[src/rtl/capture_pkg.sv]
// Shared definitions for the capture controller and the RAM read-back / UART dump logic.
package capture_pkg;

  localparam int unsigned ADDR_W_DEF = 9;

  typedef enum logic [2:0] {
    IDLE,
    PRETRIG,
    ARMED,
    POSTTRIG,
    DONE
  } capState_t;

endpackage

[src/rtl/capture_ctrl.sv]
// Circular-buffer capture sequencer: fills pre-trigger history, arms, waits for a
// trigger, then records trig_pos post-trigger samples before flagging completion.
module capture_ctrl
  import capture_pkg::*;
#(
  parameter int unsigned ADDR_W = ADDR_W_DEF
) (
  input  logic              clk,
  input  logic              rst_n,
  input  logic              run,
  input  logic              done_clr,
  input  logic              smpl_en,
  input  logic              trig_in,
  input  logic [ADDR_W-1:0] trig_pos,
  output logic              armed,
  output logic              we,
  output logic [ADDR_W-1:0] waddr,
  output logic [ADDR_W-1:0] trig_addr,
  output logic              triggered,
  output logic              capture_done
);

  localparam int unsigned DEPTH = 2 ** ADDR_W;

  capState_t         state;
  logic [ADDR_W:0]   cnt;
  logic [ADDR_W:0]   cntInc;
  logic [ADDR_W-1:0] effPos;
  logic [ADDR_W-1:0] effPosIn;
  logic [ADDR_W:0]   preTarget;

  assign we        = smpl_en && (state == PRETRIG || state == ARMED || state == POSTTRIG);
  assign cntInc    = cnt + (ADDR_W+1)'(1);
  assign effPosIn  = (trig_pos == '0) ? ADDR_W'(1) : trig_pos;
  assign preTarget = (ADDR_W+1)'(DEPTH) - {1'b0, effPos};

  // One counter serves both phases: pre-trigger history, then post-trigger samples.
  always_ff @(posedge clk or negedge rst_n) begin
    if (!rst_n) begin
      state        <= IDLE;
      cnt          <= '0;
      effPos       <= ADDR_W'(1);
      waddr        <= '0;
      trig_addr    <= '0;
      armed        <= 1'b0;
      triggered    <= 1'b0;
      capture_done <= 1'b0;
    end else begin
      if (we) waddr <= waddr + ADDR_W'(1);

      if (done_clr) begin
        state        <= IDLE;
        armed        <= 1'b0;
        triggered    <= 1'b0;
        capture_done <= 1'b0;
      end else begin
        case (state)
          IDLE: begin
            if (run) begin
              state     <= PRETRIG;
              waddr     <= '0;
              cnt       <= '0;
              triggered <= 1'b0;
              effPos    <= effPosIn;
            end
          end
          PRETRIG: begin
            if (we) begin
              cnt <= cntInc;
              if (cntInc == preTarget) begin
                state <= ARMED;
                armed <= 1'b1;
              end
            end
          end
          ARMED: begin
            if (trig_in) begin
              trig_addr <= waddr;
              triggered <= 1'b1;
              armed     <= 1'b0;
              cnt       <= smpl_en ? (ADDR_W+1)'(1) : '0;
              // The trigger-cycle write is post sample 1, which may already finish a depth-1 capture.
              if (smpl_en && effPos == ADDR_W'(1)) begin
                state        <= DONE;
                capture_done <= 1'b1;
              end else begin
                state <= POSTTRIG;
              end
            end
          end
          POSTTRIG: begin
            if (we) begin
              cnt <= cntInc;
              if (cntInc == {1'b0, effPos}) begin
                state        <= DONE;
                capture_done <= 1'b1;
              end
            end
          end
          DONE: begin
          end
          default: state <= IDLE;
        endcase
      end
    end
  end

endmodule

[config.mk]
export PLATFORM = sky130hd
export DESIGN_NAME = capture_ctrl
export DESIGN_NICKNAME = d
export VERILOG_FILES = /design/src/rtl/capture_pkg.sv /design/src/rtl/capture_ctrl.sv
export SDC_FILE = /design/constraint.sdc
export NUM_CORES = 1
export LEC_CHECK = 0
export CAP_MARGIN = 15
export CORE_ASPECT_RATIO = 1.5
export CORE_MARGIN = 3
export CORE_UTILIZATION = 35
export DETAILED_ROUTE_END_ITERATION = 7
export SLEW_MARGIN = 15
export SYNTH_ARGS = -nofsm -noshare
export SYNTH_HDL_FRONTEND = slang
export SYNTH_SLANG_ARGS = --single-unit
export TNS_END_PERCENT = 100
[constraint.sdc]
create_clock -name clk -period 4.7 [get_ports clk]
set_input_delay 1.41 -clock clk [delete_from_list [all_inputs] [get_ports clk]]
set_output_delay 1.41 -clock clk [all_outputs]
set_load 0.03 [all_outputs]
# Yosys cells after proc, flatten, opt, wreduce, memory -nomap -nowiden
# Index checks and enable logic that the tools add are counted.
[word_totals]
word_cells = 82
ff_bits = 43
inputBits = 15
out_inout_bits = 22
[op_classes]
eq_ne = 18
addsub = 3
reduce_logical = 18
n_mux = 34
bitwise = 1
[op_table]
columns = ["operator", "count"]
rows = [
  ["9-bit two-way mux", 5],
  ["10-bit two-way mux", 3],
  ["10-bit one-hot mux with 3 select lines", 1],
  ["3-bit two-way mux", 8],
  ["3-bit one-hot mux with 5 select lines", 1],
  ["1-bit two-way mux", 13],
  ["3-bit != test (second input constant)", 4],
  ["3-bit nonzero test", 4],
  ["10-bit by 1-bit adder with 10-bit output (second input constant)", 1],
  ["10-bit == test", 1],
  ["10-bit by 9-bit == test with 1-bit output", 1],
  ["5-bit AND reduction", 2],
  ["10-bit by 9-bit subtractor with 10-bit output (first input constant)", 1],
  ["9-bit by 1-bit adder with 9-bit output (second input constant)", 1],
  ["9-bit by 1-bit == test with 1-bit output (second input constant)", 1],
  ["9-bit logical NOT", 1],
  ["3-bit by 2-bit != test with 1-bit output (second input constant)", 3],
  ["3-bit AND reduction", 3],
  ["7-bit AND reduction", 1],
  ["3-bit by 2-bit == test with 1-bit output (second input constant)", 2],
  ["2-bit != test (second input constant)", 3],
  ["1-bit one-hot mux with 2 select lines", 3],
  ["4-bit AND reduction", 1],
  ["3-bit by 1-bit == test with 1-bit output (second input constant)", 1],
  ["7 further kinds", 9],
]

# Longest topological paths before layout
[logic_depth]
ltp_word = 8
depth_mapped = 9
depth_no_buf = 9

# Worst setup path before layout
# Ideal clock, no wire load.
[synth_path]
path_kind = "input-to-output"
startpoint = "input smpl_en"
endpoint = "output we"
path_buffers = 0
slack_ns = 0.819
arrival_time_ns = 2.471
required_ns = 3.290
stages = 1
cell_sequence = "nor3b_1"
[synth_between]
elab_chain_len = 1
[synth_rtl]
columns = ["item", "line_no", "rtl"]
rows = [
  ["start, declared", "capture_ctrl.sv:12", "input logic smpl_en,"],
  ["1-bit logical AND", "capture_ctrl.sv:32", "assign we = smpl_en && (state == PRETRIG || state == ARMED || state == POSTTRIG);"],
  ["end, declared", "capture_ctrl.sv:16", "output logic we,"],
]
# Every way passes these cells.

# Worst setup path after layout
# Ends and elaborated chain as after synthesis.

==> reports/results.ini <==
[status]
status=complete, no violations

[global_route]
antenna_found_initial=0
gr-total-overflow=0
grt_start_max_net_pins=44
grtUsageMet1_pct=16.3
use_met3_pct=2.57
grt_pass1_vias=2234
grt_use_total_pct=15.3
grt_use_met2_pct=28.8
grt_busiest_layer=met2
grt_pass1_wl_mm=10.6

[placed_design]
portBuffers=36
routabilityCongestion=0.849
placed_cell_area_um2=3060
dpl.hpwl_mm=4.72
dp_cells=400

[finish]
finalNetCount=326
final_cell_mix=42 x dfrtp_1, 34 x clkdlybuf4s50_1, 25 x nor2_1
num_antenna_cells=0
final_area_um2=3150
final_cells=408
syn2layout_area_growth_pct=19.2
final_common_cell=dfrtp_1
drive_above_1_share_pct=11.0

[clocking]
clk_pin_slew_ns=0.09
cts_setup_buffers=0
cts_resized=0
cts-htree-levels=2
cts_tree=built
clockBufferDepth=2
cts_hold_buf=0
cts_buffers=5
clk_latency_ns=0.30
cts_sinks=43
root_buffer=clkbuf_8

[timing]
max_slew.worst_pin.slew_ns=0.966
max_freq_mhz=252
setup_violations=0
hold_violations=0
rsz0062_at_grt=false
relSlewSlack_pct=35.6
tns_ns=0
fin_crit_sh_pct=84.4
layout_min_cycle_time_ns=3.97
drv_slew=0
fin_worst_skew_ns=0.00685

[routing]
drc=0
drt_iter0_markers=83
vias_per_cell=5.36
finalWirelength_mm=6.43
dr_total_vias=2187
antenna_left=0
detail_route.first_pass.iterations=4
wl_per_cell_um=15.8

[die]
rows=38
coreArea_um2=7270
start_util_pct=36.3
die_w_um=76.9
die_h_um=112
pin_count=37
dieArea_um2=8640

[synth]
synth_top_family_by_area=simple AND/OR/NAND/NOR gates
synth-compound-area-share_pct=14.9
ys_warn_count=0
async_reset_ff_share_pct=100
synthFlopType=dfrtp_1
netlist_area_um2=2640
syn_nets=299
syn-instance-count=280
synth.mux.area_fraction_pct=8.01
ys_ff_latch=43
synthAdderAreaFrac_pct=1.90
yosys.area_share.simple_pct=20.5
avgSynthCellArea_um2=9.42
synthXorXnorAreaFrac_pct=9.82
synth-edff-count=0
yosysSeqAreaShare_pct=40.8
synth_cell_types=49

[worst_setup_path]
worstSetupPathType=input pin to primary output
cp.required_ns=3.29
path_max_fanout=6
crit_chain=clkdlybuf4s50_1, nor3b_1, buf_4, buf_4
cp_slowest_cell=clkdlybuf4s50_1
critPathLaunchType=input pin
end_kind=primary output
cp_common_cell=buf_4
max_stage_delay_ns=0.59
cp_data_arrival_time_ns=2.56

[power_and_ir_drop]
ir_worst_vdd_mv=0.239
intPower_mw=0.786
cellPowerDensity_nw_per_um2=422
combinationalPowerShare_pct=40.8
p_leak_nw=1.29
switching_share_pct=40.9
netSwitchingPower_mw=0.543
power_frac_seq_pct=41.2
clockPowerShare_pct=18.0

[worst_hold_path]
min-delay-path-class=flop to flop

[flow_run]
maxCapViolations=0

==> per-layer routing <==
metal	part of all wire, %	wire length, um
met2	55	3510
met4	3.4	216
met5	0	0
met3	3.7	237
met1	38	2470
==> cell families (layout without fill, tap and decap cells) <==
logic type | after synthesis | in the layout
AOI/OAI and AO/OA | 57 | 57
adders and majority gates | 4 | 4
and+or+nand+nor | 102 | 102
DFF | 43 | 43
xor gates and xnor gates | 28 | 28
muxes | 19 | 19
buffers and inverters | 27 | 55
==> cells in the mapped netlist, types with 2 or more instances <==
master	n	area (um2)
nand3b_1	2	15.0
nand2b_1	3	18.8
nand3_1	6	30.0
nor3b_1	3	22.5
and4_1	3	26.3
inv_1	9	33.8
xnor2_1	13	114
mux2i_1	2	20.0
nand2_1	21	78.8
mux2_2	17	191
or4_1	2	15.0
and3_1	7	43.8
ha_1	4	50.1
o221ai_1	2	17.5
nand4_1	5	31.3
nor2_1	25	93.8
nor2b_1	2	12.5
o21ai_0	19	95.1
a21oi_1	14	70.1
dfrtp_1	42	1050
nor3_1	6	30.0
xor2_1	14	123
o41ai_1	2	17.5
or3_1	7	43.8
o31ai_1	8	60.1
buf_2	3	15.0
clkbuf_1	14	52.6
nor4_1	4	25.0
==> power groups by stage <==
stage / clock, mW / sequential [mW] / combinational, mW
after floorplan: 0 / 0.529 / 0.408
after detailed placement: 0 / 0.555 / 0.543
after global placement: 0 / 0.552 / 0.536
final: 0.239 / 0.548 / 0.542
after global routing: 0.262 / 0.562 / 0.597
after CTS: 0.248 / 0.548 / 0.546
==> path summary, 6_finish.rpt <==
check | end | slack [ns] | cells past startpoint | start
max | we | 0.73 | 4 | smpl_en
min | trig_addr[7]$_DFFE_PN0P_ | 0.50 | 2 | trig_addr[7]$_DFFE_PN0P_
max reg2reg | state[0]$_DFFE_PN0P_ | 1.76 | 8 | cnt[0]$_DFFE_PN0P_
min reg2reg | trig_addr[7]$_DFFE_PN0P_ | 0.50 | 2 | trig_addr[7]$_DFFE_PN0P_
max in group asynchronous | cnt[0]$_DFFE_PN0P_ | 2.84 | 1 | rst_n
min in group asynchronous | cnt[4]$_DFFE_PN0P_ | 1.27 | 1 | rst_n
==> state kept, by name, summed over array words and instances (netlist names) <==
signal        cells
cnt              10
triggered         1
waddr             9
effPos            9
capture_done      1
state             3
trig_addr         9
armed             1
==> final cells by class <==
type | instances | area (um2)
multi-input cells | 210 | 1460
fillers | 716 | 4130
repair buffers | 38 | 368
well taps | 100 | 125
inverters | 9 | 33.8
clock inverters | 2 | 12.5
flip-flops and latches | 43 | 1080
clock buffers | 6 | 72.6
==> metrics by stage <==
| stage | setup slack (ns) | hold slack [ns] | power, mW | utilization (%) |
|---|---|---|---|---|
| after floorplan | 0.819 | 0.489 | 0.937 | - |
| after global placement | 0.737 | 0.476 | 1.09 | 42.1 |
| after detailed placement | 0.739 | 0.481 | 1.10 | 42.1 |
| after CTS | 0.721 | 0.506 | 1.34 | 43.2 |
| after global routing | 0.652 | 0.523 | 1.42 | 43.2 |
| final | 0.732 | 0.500 | 1.33 | 43.2 |
==> worst max-delay path: cells and delay by family <==
family / cells / cell delay [ns]
buffers and inverters: 3 / 0.93
and+or+nand+nor: 1 / 0.22
Power figures use the tool's default switching activity.
